### src/rtl/core_pkg.sv
// Core-wide vector issue types: instruction request, instruction ID and VFU mask.
package core_pkg;

    localparam int unsigned NrVFU       = 2;
    localparam int unsigned InsnIDNum   = 4;
    localparam int unsigned InsnIDWidth = (InsnIDNum > 1) ? $clog2(InsnIDNum) : 1;

    typedef logic [InsnIDWidth-1:0] insn_id_t;
    typedef logic [NrVFU-1:0]       vfu_mask_t;

    typedef struct packed {
        insn_id_t   insn_id;
        logic [6:0] op;
        logic [4:0] vd;
        logic [4:0] vs2;
        logic [4:0] vs1;
    } issue_req_t;

endpackage

### src/rtl/insn_id_alloc.sv
// Instruction-ID free pool: free bitmap, lowest-free encoder and retire merge.
module insn_id_alloc
    import core_pkg::*;
(
    input  logic                      clk_i,
    input  logic                      rst_i,
    input  logic                      alloc_i,
    input  vfu_mask_t                 retire_i,
    input  insn_id_t [NrVFU-1:0]      retire_id_i,
    output logic [InsnIDNum-1:0]      free_o,
    output insn_id_t                  alloc_id_o,
    output logic                      any_free_o
);

    logic [InsnIDNum-1:0] free_q;
    logic [InsnIDNum-1:0] free_d;
    logic                 found;

    always_comb begin
        alloc_id_o = '0;
        found      = 1'b0;
        for (int unsigned i = 0; i < InsnIDNum; i++) begin
            if (free_q[i] && !found) begin
                alloc_id_o = insn_id_t'(i);
                found      = 1'b1;
            end
        end
    end

    // Retires merge first, then the allocated bit is cleared; a granted ID can
    // never be the one being allocated, so ordering only matters for no-op retires.
    always_comb begin
        free_d = free_q;
        for (int unsigned i = 0; i < NrVFU; i++) begin
            if (retire_i[i]) free_d[retire_id_i[i]] = 1'b1;
        end
        if (alloc_i) free_d[alloc_id_o] = 1'b0;
    end

    always_ff @(posedge clk_i) begin
        if (rst_i) free_q <= '1;
        else       free_q <= free_d;
    end

    assign free_o     = free_q;
    assign any_free_o = |free_q;

endmodule

### config.mk
export PLATFORM = sky130hd
export DESIGN_NAME = insn_id_alloc
export DESIGN_NICKNAME = d
export VERILOG_FILES = /design/src/rtl/core_pkg.sv /design/src/rtl/insn_id_alloc.sv
export SDC_FILE = /design/constraint.sdc
export NUM_CORES = 1
export LEC_CHECK = 0
export CORE_AREA = 2 2 39 41
export CTS_BUF_LIST = sky130_fd_sc_hd__clkbuf_8 sky130_fd_sc_hd__clkbuf_16
export DETAILED_ROUTE_END_ITERATION = 16
export DIE_AREA = 0 0 41 43
export PLACE_DENSITY = 0.5
export SLEW_MARGIN = 20
export SYNTH_ARGS = -nofsm -noshare
export SYNTH_HDL_FRONTEND = slang
export SYNTH_SLANG_ARGS = --single-unit
### constraint.sdc
create_clock -name clk_i -period 1 [get_ports clk_i]
set_input_delay 0.2 -clock clk_i [delete_from_list [all_inputs] [get_ports clk_i]]
set_output_delay 0.2 -clock clk_i [all_outputs]
set_load 0.02 [all_outputs]
==> results of run 1 <==
[worst max-delay path by stage]
stage,start,to,slack [ns],depth (start not counted)
after detailed placement,free_o[2],any_free_o,-0.34,3
after global routing,free_o[2],alloc_id_o[0],-0.14,4
final,free_o[3],any_free_o,-0.10,3
after CTS,free_o[2],alloc_id_o[0],-0.12,4
after floorplan,free_o[2],any_free_o,0.04,2
after global placement,retire_i[0],free_o[3],-0.34,4
[where the power goes]
group          total, mW  internal (mW)  switching [mW]
Sequential         0.182          0.165          0.0177
Clock              0.334          0.256          0.0778
Combinational      0.155         0.0871          0.0679
[metal layers]
layer | up-vias | GRT usage [%] | share of wire, %
met4 | 0 | 6.000 | 0
met1 | 154 | 14.06 | 42
met3 | 0 | 6.283 | 7.1
li1 | 181 | - | -
met2 | 15 | 12.81 | 51
met5 | - | 0 | 0
[area by class of cell]
cell class / instances / area, um^2 / share of cell area, %
inverters: 2 / 10.01 / 1.702
clock buffers: 3 / 41.29 / 7.021
multi-input cells: 26 / 202.7 / 34.47
well taps: 16 / 20.02 / 3.404
repair buffers: 24 / 219.0 / 37.23
flip-flops and latches: 4 / 95.09 / 16.17
[worst max-delay path: cells and delay by family, from the launching register on]
| family | cells | cell delay, ns |
|---|---|---|
| flops | 1 | 0.35 |
| simple gates | 2 | 0.20 |
| buf+inv | 1 | 0.13 |
[cell families after synthesis]
kind of cell / synth area share (%)
buf+inv: 3.094
flops: 32.99
compound gates: 30.93
simple gates: 32.99
[layout by cell type, fill, tap and decap left out, drive strengths merged]
| cell | Yosys | layout |
|---|---|---|
| dlygate4sd2 | 0 | 7 |
| a21oi | 2 | 2 |
| nor3 | 2 | 2 |
| nand3b | 1 | 1 |
| a31o | 1 | 1 |
| o31a | 1 | 1 |
| nor2 | 4 | 4 |
| a31oi | 1 | 1 |
| o21ai | 2 | 2 |
| and3 | 1 | 1 |
| nand3 | 1 | 1 |
| o41a | 1 | 1 |
| nor2b | 1 | 1 |
| nand2 | 4 | 4 |
| clkbuf | 0 | 3 |
| buf | 0 | 16 |
| nor3b | 2 | 2 |
| clkdlybuf4s50 | 0 | 1 |
| a311oi | 1 | 1 |
| inv | 2 | 2 |
| dfxtp | 4 | 4 |
| o221a | 1 | 1 |
[stage by stage]
step | cells | utilization [%]
final | 75 | 42.50
after global routing | 75 | 42.50
after CTS | 75 | 40.14
after detailed placement | 71 | 35.53
after global placement | 71 | 35.53
after floorplan | 32 | -
[timing repair]
action	CTS	global route
setup buffers	1	0
gates resized for setup	55	10
pin swaps	2	5
gates cloned	0	0
endpoints found under the setup margin	11	10
==> flow_metrics.env, run 1 <==
export IMPL_outcome="finished with violations"
export IMPL_violations="setup timing"
export IMPL_drive_above_1_share_pct=55.93
export IMPL_synth_main_ff_cell="dfxtp_1"
export IMPL_rsz0062_at_grt="yes"
export IMPL_r2r_end="free_o[0]"
export IMPL_cts_buffers=3
export IMPL_grt_remaining_overflow=0
export IMPL_rrSetupSlack_ns=0.04
export IMPL_core_rowCount=14
export IMPL_dp_slack_ns=-0.3438
export IMPL_syn_area_um2=242.7
export IMPL_fill_cells=146
export IMPL_ys_async_sr_fraction_pct=0
export IMPL_fin_crit_sh_pct=110.1
export IMPL_slew_headroom_pct=84.43
export IMPL_cp_arrival_ns=0.90
export IMPL_io_pins=16
export IMPL_antenna_found_initial=0
export IMPL_worstSkewPairLatency_ns=0.21
export IMPL_vias=350
export IMPL_seq_area_frac_synth_pct=32.99
export IMPL_grt_usage_pct=10.62
export IMPL_drv_slew=0
export IMPL_dieArea_mm2=0.001763
export IMPL_dpl_cell_area_um2=491.7
export IMPL_drv_cap=0
export IMPL_via_per_inst=4.667
export IMPL_finalSetupViolations=6
export IMPL_ctsLongestPathBuffers=2
export IMPL_hold_viol=0
export IMPL_crit_required_ns=0.80
export IMPL_die_x_um=41
export IMPL_path_class="reg -> out"
export IMPL_max_freq_ghz=0.9082
export IMPL_power_density_mw_per_mm2=1141
export IMPL_timing_rr_start="free_o[1]"
export IMPL_fin_crit_ns=1.101
export IMPL_wl_per_cell_um=10.68
export IMPL_die_h_um=43
export IMPL_p_leak_nw=0.2428
export IMPL_portBuffers=15
export IMPL_routabilityCongestion=0.7203
export IMPL_yosys_area_top_type="dfxtp_1"
export IMPL_worstPathMaxFanout=3
export IMPL_yosys_register_bits=4
export IMPL_stdcell_area_um2=588.1
export IMPL_crit_chain="nor2_4 -> nand2_1 -> buf_6"
export IMPL_totalPowerFinal_uw=671.3
export IMPL_yosys_warnings=0
export IMPL_start_util_pct=17.54
export IMPL_setup_tns_final_ns=-0.3791
export IMPL_largest_reg_flops=4
export IMPL_min_path_cells=3
export IMPL_startpoint_type="flop"
export IMPL_core_area_mm2=0.001384
export IMPL_ff2ff_path_depth=4
export IMPL_dr_pass1_iters=2
export IMPL_synth_edf_count=0
export IMPL_ir_worst_vdd_v=0.0008717
export IMPL_cts_reportedPaths_clkPinSlew_ns=0.03
export IMPL_cts_tree="built"
export IMPL_hp_class="in -> reg"
export IMPL_worst_pin_slew_ns=0.2320
export IMPL_ctsHoldBuffers=0
export IMPL_wl_um=801
export IMPL_syn2layout_area_growth_pct=142.3
export IMPL_fin_ws_ns=-0.1011
export IMPL_fin_hold_ws_ns=0.4617
export IMPL_critical_path_slowest_cell="dfxtp_4"
export IMPL_hpwlAfterDp_um=608.2
export IMPL_synth_avg_cell_area_um2=7.585
export IMPL_nets=70
export IMPL_hold_end="free_o[3]"
export IMPL_syn_instance_count=32
export IMPL_end_kind="output pin"
export IMPL_htree_levels=1
export IMPL_hp_start="retire_id_i[2]"
export IMPL_dr_first_iter_drc_count=3
export IMPL_syn_num_nets=41
export IMPL_ys_types=18
export IMPL_root_buffer="clkbuf_8"
export IMPL_skew_ns=0.002406
export IMPL_netlist_top_cells_count="dfxtp_1, nand2_1, nor2_1"
export IMPL_grt_max_degree=6
export IMPL_final_antenna_net_count=0
export IMPL_drc=0
export IMPL_grt_pass1_wl_um=1207
export IMPL_yosys_top_cells_area="dfxtp_1, nand2_1, nor2_1"
export IMPL_grt_pass1_vias=292
export IMPL_slowest_delay_ns=0.35
export IMPL_cts_sinks=4
export IMPL_num_antenna_cells=0
export IMPL_synth_top_area_share_pct=32.99
Note: power is estimated with default switching activity, not from simulation.
==> run 2, diff against run 1 <==
--- a/config.mk
+++ b/config.mk
@@ -9,7 +9,6 @@
 export CTS_BUF_LIST = sky130_fd_sc_hd__clkbuf_8 sky130_fd_sc_hd__clkbuf_16
 export DETAILED_ROUTE_END_ITERATION = 16
 export DIE_AREA = 0 0 41 43
-export PLACE_DENSITY = 0.5
 export SLEW_MARGIN = 20
 export SYNTH_ARGS = -nofsm -noshare
 export SYNTH_HDL_FRONTEND = slang
==> run 2 against run 1 <==
Against the previous run:
- power decreased by 1.4%
- sequential power about the same
- sequential share of layout area increased by 0.24 points
- cell count decreased by 1.3%
- sequential cell count unchanged
- the flow still finishes with violations (setup timing)
- highest routed layer is now met4
- utilization decreased by 0.63 points
- clock power about the same
- largest power group unchanged
- count of clock-buffer cells in the layout unchanged
- clock skew increased by 0.0018 ns
- final area decreased by 1.5%
- hold slack got worse by 0.012 ns
- register-to-register slack got worse by 0.04 ns
==> flow_metrics.env, run 2 (synthesized netlist as in run 1, its figures left out) <==
export IMPL_nets=69
export IMPL_start_util_pct=17.54
export IMPL_grt_remaining_overflow=0
export IMPL_final_antenna_net_count=0
export IMPL_drc=0
export IMPL_grt_usage_pct=10.92
export IMPL_cp_arrival_ns=0.90
export IMPL_dieArea_mm2=0.001763
export IMPL_skew_ns=0.004219
export IMPL_fill_cells=141
export IMPL_critical_path_endpoint="alloc_id_o[0]"
export IMPL_finalSetupViolations=5
export IMPL_drive_above_1_share_pct=56.90
export IMPL_syn2layout_area_growth_pct=138.7
export IMPL_cts_reportedPaths_clkPinSlew_ns=0.03
export IMPL_rrSetupSlack_ns=0
export IMPL_r2r_end="free_o[0]"
export IMPL_slowest_delay_ns=0.36
export IMPL_hold_viol=0
export IMPL_path_class="reg -> out"
export IMPL_outcome="finished with violations"
export IMPL_htree_levels=1
export IMPL_worstSkewPairLatency_ns=0.22
export IMPL_io_pins=16
export IMPL_num_antenna_cells=0
export IMPL_final_cells=74
export IMPL_post_route_util_pct=41.86
export IMPL_startpoint_type="flop"
export IMPL_min_path_cells=3
export IMPL_wl_per_cell_um=9.865
export IMPL_hp_class="in -> reg"
export IMPL_dr_pass1_iters=4
export IMPL_largest_reg_flops=4
export IMPL_violations="setup timing"
export IMPL_crit_required_ns=0.80
export IMPL_ctsLongestPathBuffers=2
export IMPL_fin_crit_sh_pct=110.0
export IMPL_cp_num_buf_inv=2
export IMPL_power_density_mw_per_mm2=1143
export IMPL_cts_tree="built"
export IMPL_grt_max_degree=6
export IMPL_max_freq_ghz=0.9095
export IMPL_grt_pass1_vias=298
export IMPL_die_h_um=43
export IMPL_antenna_found_initial=0
export IMPL_drv_slew=0
export IMPL_grt_pass1_wl_um=1228
export IMPL_cp_startpoint="free_o[2]"
export IMPL_final_cell_mix="buf_4, dlygate4sd2_1, buf_6, dfxtp_4"
export IMPL_final_common_cell="buf_4"
export IMPL_cts_buffers=3
export IMPL_critical_path_slowest_cell="dfxtp_4"
export IMPL_core_rowCount=14
export IMPL_p_leak_nw=0.2386
export IMPL_path_depth=4
export IMPL_via_per_inst=4.459
export IMPL_core_area_mm2=0.001384
export IMPL_placedCellCount=69
export IMPL_stdcell_area_um2=579.3
export IMPL_portBuffers=15
export IMPL_fin_ws_ns=-0.09953
export IMPL_routabilityCongestion=0.6831
export IMPL_dr_first_iter_drc_count=7
export IMPL_slew_headroom_pct=86.32
export IMPL_ff2ff_path_depth=2
export IMPL_wl_um=730
export IMPL_root_buffer="clkbuf_8"
export IMPL_worst_pin_slew_ns=0.2038
export IMPL_drv_cap=0
export IMPL_worstPathMaxFanout=3
export IMPL_vias=330
export IMPL_fin_crit_ns=1.100
export IMPL_cp_top_family="flip-flops"
export IMPL_crit_chain="inv_2 -> a21oi_2 -> nor2_2 -> buf_6"
export IMPL_die_x_um=41
export IMPL_dpl_cell_area_um2=476.7
export IMPL_ir_worst_vdd_v=0.0008874
export IMPL_rsz0062_at_grt="yes"
export IMPL_hpwlAfterDp_um=581.5
export IMPL_end_kind="output pin"
export IMPL_timing_rr_start="free_o[0]"
export IMPL_cts_sinks=4
-- run 2: timing repair --
action	4_1_cts	5_1_grt
hold buffers	0	0
buffers inserted	1	1
pin swaps	2	1
resized for setup	54	11
endpoints found under the setup margin	11	9
-- run 2: layer usage --
metal	up-vias	global-route usage, %	part of all wire (%)	wire, um
li1	179	-	-	-
met5	-	0	0	0
met4	0	6.000	3.2	23
met2	16	13.44	44	318
met3	4	7.853	8.4	61
met1	131	13.42	45	327
-- run 2: cell type report --
cell class,count,area (um^2),share of cell area (%)
Timing Repair Buffer,23,210.2,36.29
Multi-Input combinational cell,26,205.2,35.42
Sequential cell,4,95.09,16.41
Clock buffer,3,41.29,7.127
Tap cell,16,20.02,3.456
Inverter,2,7.507,1.296
-- run 2: how the worst min path moves through the flow --
stage                              start         to  slack [ns]
after detailed placement       free_o[3]  free_o[3]        0.55
final                     retire_id_i[2]  free_o[3]        0.45
after global placement         free_o[3]  free_o[3]        0.54
after global routing      retire_id_i[2]  free_o[3]        0.48
after CTS                          rst_i  free_o[0]        0.45
after floorplan                    rst_i  free_o[2]        0.33
-- run 2: power by group --
| group | switching (mW) | internal, mW | total [mW] |
|---|---|---|---|
| Clock | 0.0806 | 0.256 | 0.337 |
| Combinational | 0.0617 | 0.0784 | 0.140 |
| Sequential | 0.0205 | 0.165 | 0.185 |
-- run 2: metrics by stage --
step	total power, mW	hold WS (ns)	worst slack (ns)	TNS, ns
after floorplan	0.2380	0.3321	0.04444	0
after global placement	0.3290	0.5375	-0.3157	-2.971
after detailed placement	0.3289	0.5546	-0.3359	-3.019
after CTS	0.6573	0.4504	-0.1188	-0.4021
after global routing	0.6992	0.4792	-0.1402	-0.5052
final	0.6622	0.4501	-0.09953	-0.3383
-- run 2: worst register-to-register path, stage by stage (launching register included) --
cell and delay (ns):
dfxtp_4 0.36, buf_6 0.12, o41a_1 0.40
